===== src/rtl/alu_sequencer.sv =====
// alu_sequencer: valid/ready front-end for the shared combinational ALU.
// Registers the operands and control code, holds them stable for a settle
// window (one cycle for simple ops, MULDIV_WAIT cycles for mul/div), then
// captures the 64-bit result into HI/LO and offers it on a response port.
module alu_sequencer #(
  parameter int REG_SIZE    = 32,
  parameter int MULDIV_WAIT = 4
) (
  input  logic                  clock,
  input  logic                  reset_n,
  input  logic                  req_valid,
  output logic                  req_ready,
  input  logic [3:0]            req_op,
  input  logic [REG_SIZE-1:0]   req_a,
  input  logic [REG_SIZE-1:0]   req_b,
  output logic [3:0]            alu_ctrl,
  output logic [REG_SIZE-1:0]   alu_a,
  output logic [REG_SIZE-1:0]   alu_b,
  input  logic [2*REG_SIZE-1:0] alu_c,
  output logic                  resp_valid,
  input  logic                  resp_ready,
  output logic [REG_SIZE-1:0]   resp_lo,
  output logic [REG_SIZE-1:0]   resp_hi,
  output logic                  resp_err
);

  typedef enum logic [1:0] {
    IDLE = 2'b00,
    EXEC = 2'b01,
    WAIT = 2'b10,
    DONE = 2'b11
  } state_e;

  // Counter preload: the capture happens on the edge where the count reads 0.
  localparam logic [3:0] CNT_INIT = 4'(MULDIV_WAIT - 1);

  state_e              state_q, state_d;
  logic [3:0]          ctrl_q, ctrl_d;
  logic [REG_SIZE-1:0] a_q, a_d;
  logic [REG_SIZE-1:0] b_q, b_d;
  logic [REG_SIZE-1:0] lo_q, lo_d;
  logic [REG_SIZE-1:0] hi_q, hi_d;
  logic                err_q, err_d;
  logic [3:0]          cnt_q, cnt_d;

  logic                muldiv_s;
  logic [REG_SIZE-1:0] cap_lo_s;
  logic [REG_SIZE-1:0] cap_hi_s;

  // Capture values: the high word is only meaningful for mul/div, so it is
  // masked for every other op (ror/rol leave stale bits in the upper half).
  always_comb begin
    muldiv_s = (ctrl_q[3:1] == 3'b100);
    cap_lo_s = alu_c[REG_SIZE-1:0];
    if (muldiv_s) begin
      cap_hi_s = alu_c[2*REG_SIZE-1:REG_SIZE];
    end else begin
      cap_hi_s = '0;
    end
  end

  // Next-state and datapath-register update for the four-state sequencer.
  always_comb begin
    state_d = state_q;
    ctrl_d  = ctrl_q;
    a_d     = a_q;
    b_d     = b_q;
    lo_d    = lo_q;
    hi_d    = hi_q;
    err_d   = err_q;
    cnt_d   = cnt_q;
    case (state_q)
      IDLE: begin
        if (req_valid) begin
          ctrl_d = req_op;
          a_d    = req_a;
          b_d    = req_b;
          err_d  = 1'b0;
          if ((req_op[3:2] == 2'b11) ||
              ((req_op == 4'b1001) && (req_b == '0))) begin
            // Illegal op or divide by zero: answer immediately with an error.
            lo_d    = '0;
            hi_d    = '0;
            err_d   = 1'b1;
            state_d = DONE;
          end else if (req_op[3:1] == 3'b100) begin
            cnt_d   = CNT_INIT;
            state_d = WAIT;
          end else begin
            state_d = EXEC;
          end
        end else begin
          state_d = IDLE;
        end
      end
      EXEC: begin
        lo_d    = cap_lo_s;
        hi_d    = cap_hi_s;
        state_d = DONE;
      end
      WAIT: begin
        if (cnt_q == 4'd0) begin
          lo_d    = cap_lo_s;
          hi_d    = cap_hi_s;
          state_d = DONE;
        end else begin
          cnt_d   = cnt_q - 4'd1;
          state_d = WAIT;
        end
      end
      DONE: begin
        if (resp_ready) begin
          state_d = IDLE;
        end else begin
          state_d = DONE;
        end
      end
      default: begin
        state_d = IDLE;
      end
    endcase
  end

  // State and datapath registers; reset aborts any in-flight operation.
  always_ff @(posedge clock or negedge reset_n) begin
    if (!reset_n) begin
      state_q <= IDLE;
      ctrl_q  <= 4'd0;
      a_q     <= '0;
      b_q     <= '0;
      lo_q    <= '0;
      hi_q    <= '0;
      err_q   <= 1'b0;
      cnt_q   <= 4'd0;
    end else begin
      state_q <= state_d;
      ctrl_q  <= ctrl_d;
      a_q     <= a_d;
      b_q     <= b_d;
      lo_q    <= lo_d;
      hi_q    <= hi_d;
      err_q   <= err_d;
      cnt_q   <= cnt_d;
    end
  end

  // Handshake outputs are decoded from state only, never from the inputs.
  assign req_ready  = (state_q == IDLE);
  assign resp_valid = (state_q == DONE);

  assign alu_ctrl = ctrl_q;
  assign alu_a    = a_q;
  assign alu_b    = b_q;
  assign resp_lo  = lo_q;
  assign resp_hi  = hi_q;
  assign resp_err = err_q;

endmodule


===== config.mk =====
export PLATFORM = sky130hd
export DESIGN_NAME = alu_sequencer
export DESIGN_NICKNAME = d
export VERILOG_FILES = /design/src/rtl/alu_sequencer.sv
export SDC_FILE = /design/constraint.sdc
export NUM_CORES = 1
export LEC_CHECK = 0
export CORE_MARGIN = 1.5
export CORE_UTILIZATION = 45
export DETAILED_ROUTE_END_ITERATION = 8
export GPL_ROUTABILITY_DRIVEN = 0
export GPL_TIMING_DRIVEN = 0
export PLACE_DENSITY = 0.86
export SLEW_MARGIN = 20
export SYNTH_ARGS = -nofsm -noshare
export SYNTH_HDL_FRONTEND = slang
export SYNTH_SLANG_ARGS = --single-unit

===== constraint.sdc =====
create_clock -name clock -period 4.2 [get_ports clock]
set_clock_uncertainty 0.2 [all_clocks]
set_input_delay 0.84 -clock clock [delete_from_list [all_inputs] [get_ports clock]]
set_output_delay 0.84 -clock clock [all_outputs]
set_load 0.005 [all_outputs]

Word-level counts from Yosys, hierarchy flattened. Cells that the tools add are included. Widths: inputs -> output; s select.

Flip-flop bits (word level): 139. Bits of input ports: 136. Output and inout port bits: 135. Logic and storage cells: 51.

$add $sub $neg: 1. Equal/unequal tests: 13. Muxes and demuxes: 19. Reductions and logical operators: 10.

Operator list (number): $pmux 32 s3 (2); $mux 32 (5); $logic_not 32->1 (1); $mux 4 (4); $mux 2 (4); $ne 2x2->1 const B (4); $pmux 2 s4 (1); $pmux 4 s2 (1); $eq 2x2->1 const B (3); $eq 3x3->1 const B (2); $reduce_and 5->1 (1); $eq 4x4->1 const B (1); $logic_not 4->1 (1); $ne 2x1->1 const B (2); $reduce_and 4->1 (1); $sub 4x1->4 const B (1); $reduce_bool 3->1 (1); $eq 2x1->1 const B (1); $logic_not 2->1 (1); $mux 1 (2); $reduce_and 2->1 (1); $reduce_bool 2->1 (1); $logic_and 1x1->1 (1); $logic_or 1x1->1 (1).

Logic depth before layout (Yosys ltp).
Depth in word-level cells: 6. Depth in mapped cells: 8. Depth with buffers taken out: 6.

Worst setup path after synthesis. OpenSTA, ideal clock, no wires.

Path kind: input port to flip-flop. Start: input req_b[1]. End: register cnt_q[3]. Setup time: 133 ps. Arrival time: 2147 ps. Data required time: 3867 ps. Path slack: 1720 ps. Stages on the path: 5. Buffers on the path: 0. Path through: nor4b_1 -> nand4_1 -> nor4_1 -> or2_2 -> o211ai_1.

Longest elaborated chain between the ends: 5.

RTL lines: from (decl) (line 15) `input logic [REG_SIZE-1:0] req_b,`; $logic_not 32->1 (line 80) `((req_op == 4'b1001) && (req_b == '0))) begin`; $logic_and 1x1->1 (line 80); $logic_or 1x1->1 (line 79) `if ((req_op[3:2] == 2'b11) ||`; $ne 2x2->1 (no source line); $reduce_and 5->1 (no source line); to (signal assigned) (line 143) `cnt_q <= cnt_d;`; to (decl) (line 44) `logic [3:0] cnt_q, cnt_d;`.

Every way passes these cells. A chain may end at the register's enable or synchronous reset.

Worst setup path after layout.
Start: input req_b[11]. End: register cnt_q[3].

The elaborated chain is that of the path after synthesis.

==> results.md <==
- WP data required: between 4 and 5 ns
- Clock power share: 0.219
- Io pins: between 200 and 300
- Slew HR: 0.434
- F_max: ~0.34 GHz
- Pwr/cell area: 746 nW/um^2
- Synth cell types: 28
- GR Util met3: 0.0853
- Final core utilization: 0.745
- Tightest Pin Transition: 0.841 ns
- DR vias/cell: ~4.9
- Most common cell after layout, fill and taps aside: clkdlybuf4s50_1
- Clock sink total: 139
- Mean Syn Cell Area: 12.1 um^2
- CTS clk-pin slew, worst paths: about 0.050 ns
- LEAKAGE: 0.00426 uW
- DP Worst Slack: 0.834 ns
- Sw power: about 2200 uW
- Die Y: about 120 um
- Post-cts gate resize count: 0
- Clock root buffer master: clkbuf_16
- Max IR drop VDD: 444 uV
- Most used DFF post-synth: dfrtp_1
- Logic pwr share: 0.458
- Most frequent cells in the layout: 269 x clkdlybuf4s50_1, 139 x dfrtp_1, 73 x nand2_1
- Post-synthesis sequential area ratio: 0.589
- Post-DP HPWL: about 12000 um
- Overall Global Routing Usage: 0.244
- Met2 usage: 0.429
- Final #Nets: between 900 and 1000
- Die area: between 10000 and 15000 um^2
- Pre-antenna DRT Iters: 4
- Initial Utilization: 0.464
- Worst Slack Setup Final: approximately 1.3 ns
- Pin count of the biggest net entering global routing: 84
- Grt peak-use layer: met2
- MaxCap Viol Count: 0
- Slew Limit Fails: 0
- Met1 Resource Use GR: 0.274
- Drt drc: 0
- #FFs+latches synth: 139
- Total grt overflow: 0
- PortBufs: 270
- Row Count: 41
- DRT Wirelength: 16000 um
- TritonCTS clock tree: built
- Post-synth EDFFs: 0
- Switching Fraction: 0.305
- H-tree Lvls: 4
- # setup viols final: 0
- Post-route insts no fill: roughly 960
- Core area: 12700 um^2
- Sequential power share: 0.324
- Syn_nets: 630
- Status: completed
- Arrival @ worst endpoint: just over 3 ns
- Worst setup EP type: flop
- Worst hold slack: approximately 0.14 ns
- RSZ-0062 raised after global routing: no
- Insertion delay to the later sink of the worst-skew pair: 0.41 ns
- Number of global-route vias before repair: between 5000 and 6000
- Reg2reg path depth: 8
- Clock Path Buffers: 2
- Placed Cells: 932
- Crit Path Class: primary input to flop
- Cell Int Power: a little under 5000 uW
- Die Wd: between 100 and 150 um
- Warning count from the yosys run: 0
- CTS buffer count: 17
- Tmin final: just under 3 ns
- Mapped Cells: 489
- Ratio of cells with drive above 1 in the final layout: 0.135
- Postcts setup bufs: 0
- Routed WL per cell: 16.6 um
- CP max FO: 6
- Iteration-0 DRC Markers: 267
- Vias: about 4700
- Tightest Hold Check Type: primary input to async pin
- Crit start category: primary input
- Final period util: 0.700
- ANT cells: 0
- Antenna violations before repair: 0
- Final hold violations: 0
- CTS Hold Bufs: 0
- Synthesized area: ~5900 um^2
- Synth async-reset ratio: 1.00
- First-pass GRT wire length: 26600 um
- Setup TNS: 0 ns
- Area Growth Syn to Fin: 60.4%
- Detail Route Antenna Nets: 0
final timing paths:
check / start / endpoint / slack, ns
worst max-delay path: req_b[11] / cnt_q[3]$_DFFE_PN0P_ / 1.26
worst min-delay path: reset_n / resp_hi[27]$_DFFE_PN0P_ / 0.14
worst max register to register: state_q[1]$_DFF_PN0_ / resp_hi[25]$_DFFE_PN0P_ / 1.42
worst min register to register: alu_a[2]$_DFFE_PN0P_ / alu_a[2]$_DFFE_PN0P_ / 0.30
max in group asynchronous: reset_n / cnt_q[2]$_DFFE_PN0P_ / 2.90
min in group clock: alu_a[2]$_DFFE_PN0P_ / alu_a[2]$_DFFE_PN0P_ / 0.30
metal layers:
metal,part of all wire,wire length [um],vias up
li1,-,-,2183
met1,0.37,6000,2284
met2,0.52,8310,208
met3,0.081,1300,27
met4,0.025,401,0
met5,0,0,-
cell usage after synthesis (2+ instances only):
library cell / n / area [um^2]
inv_1: 71 / 267
or2_2: 2 / 12.5
nand2_1: 73 / 274
nor2b_1: 2 / 12.5
mux2_2: 67 / 754
buf_6: 7 / 78.8
o211ai_1: 3 / 22.5
nor4_1: 7 / 43.8
nand3_1: 2 / 10.0
clkbuf_1: 15 / 56.3
a21oi_1: 3 / 15.0
nor2_1: 4 / 15.0
o31ai_1: 4 / 30.0
ha_1: 5 / 62.6
dfrtp_1: 139 / 3480
mux2i_1: 64 / 641
o21ai_0: 4 / 20.0
nor3_1: 7 / 35.0
power by group through the flow:
| stage | Combinational [uW] | Sequential [uW] | Clock (uW) |
|---|---|---|---|
| floorplan | 1490 | 2320 | 0 |
| global placement | 3140 | 2260 | 0 |
| detailed placement | 3260 | 2300 | 0 |
| CTS | 3280 | 2290 | 1570 |
| global route | 3490 | 2360 | 1630 |
| finish | 3230 | 2290 | 1550 |
cells by family after synthesis:
logic type               count (synthesis)  share of synthesized area
multiplexers                           131                      0.236
adder cells (fa/ha/maj)                  5                     0.0106
AND/OR/NAND/NOR                        103                     0.0766
buffers and inverters                   93                     0.0680
flip-flops                             139                      0.589
AO/OA/AOI/OAI                           18                     0.0201
sequential cells by signal, indices dropped and copies added (netlist names):
register,flops
alu_a,32
alu_b,32
alu_ctrl,4
cnt_q,4
resp_err,1
resp_hi,32
resp_lo,32
state_q,2
metrics by stage:
step,cell area [um^2],power (uW)
after CTS,9480,7140
after global routing,9480,7480
after detailed placement,8860,5560
final,9480,7070
after global placement,8830,5400
after floorplan,5910,3810
layout make-up:
class                   instances  area, um^2
clock buffers                  26         509
inverters                      71         267
well taps                     172         215
plain buffers                  22         135
repair buffers                271        2740
fillers                       873        3250
clock inverters                 6         108
multi-input cells             257        2030
flip-flops and latches        139        3480
critical path, stage by stage:
cell and delay, ns:
clkdlybuf4s50_1 0.46, nor4_1 0.40, nand4_1 0.23, nor4_1 0.74
or2_2 0.26, o211ai_1 0.09
Note: power is estimated with default switching activity, not from simulation.
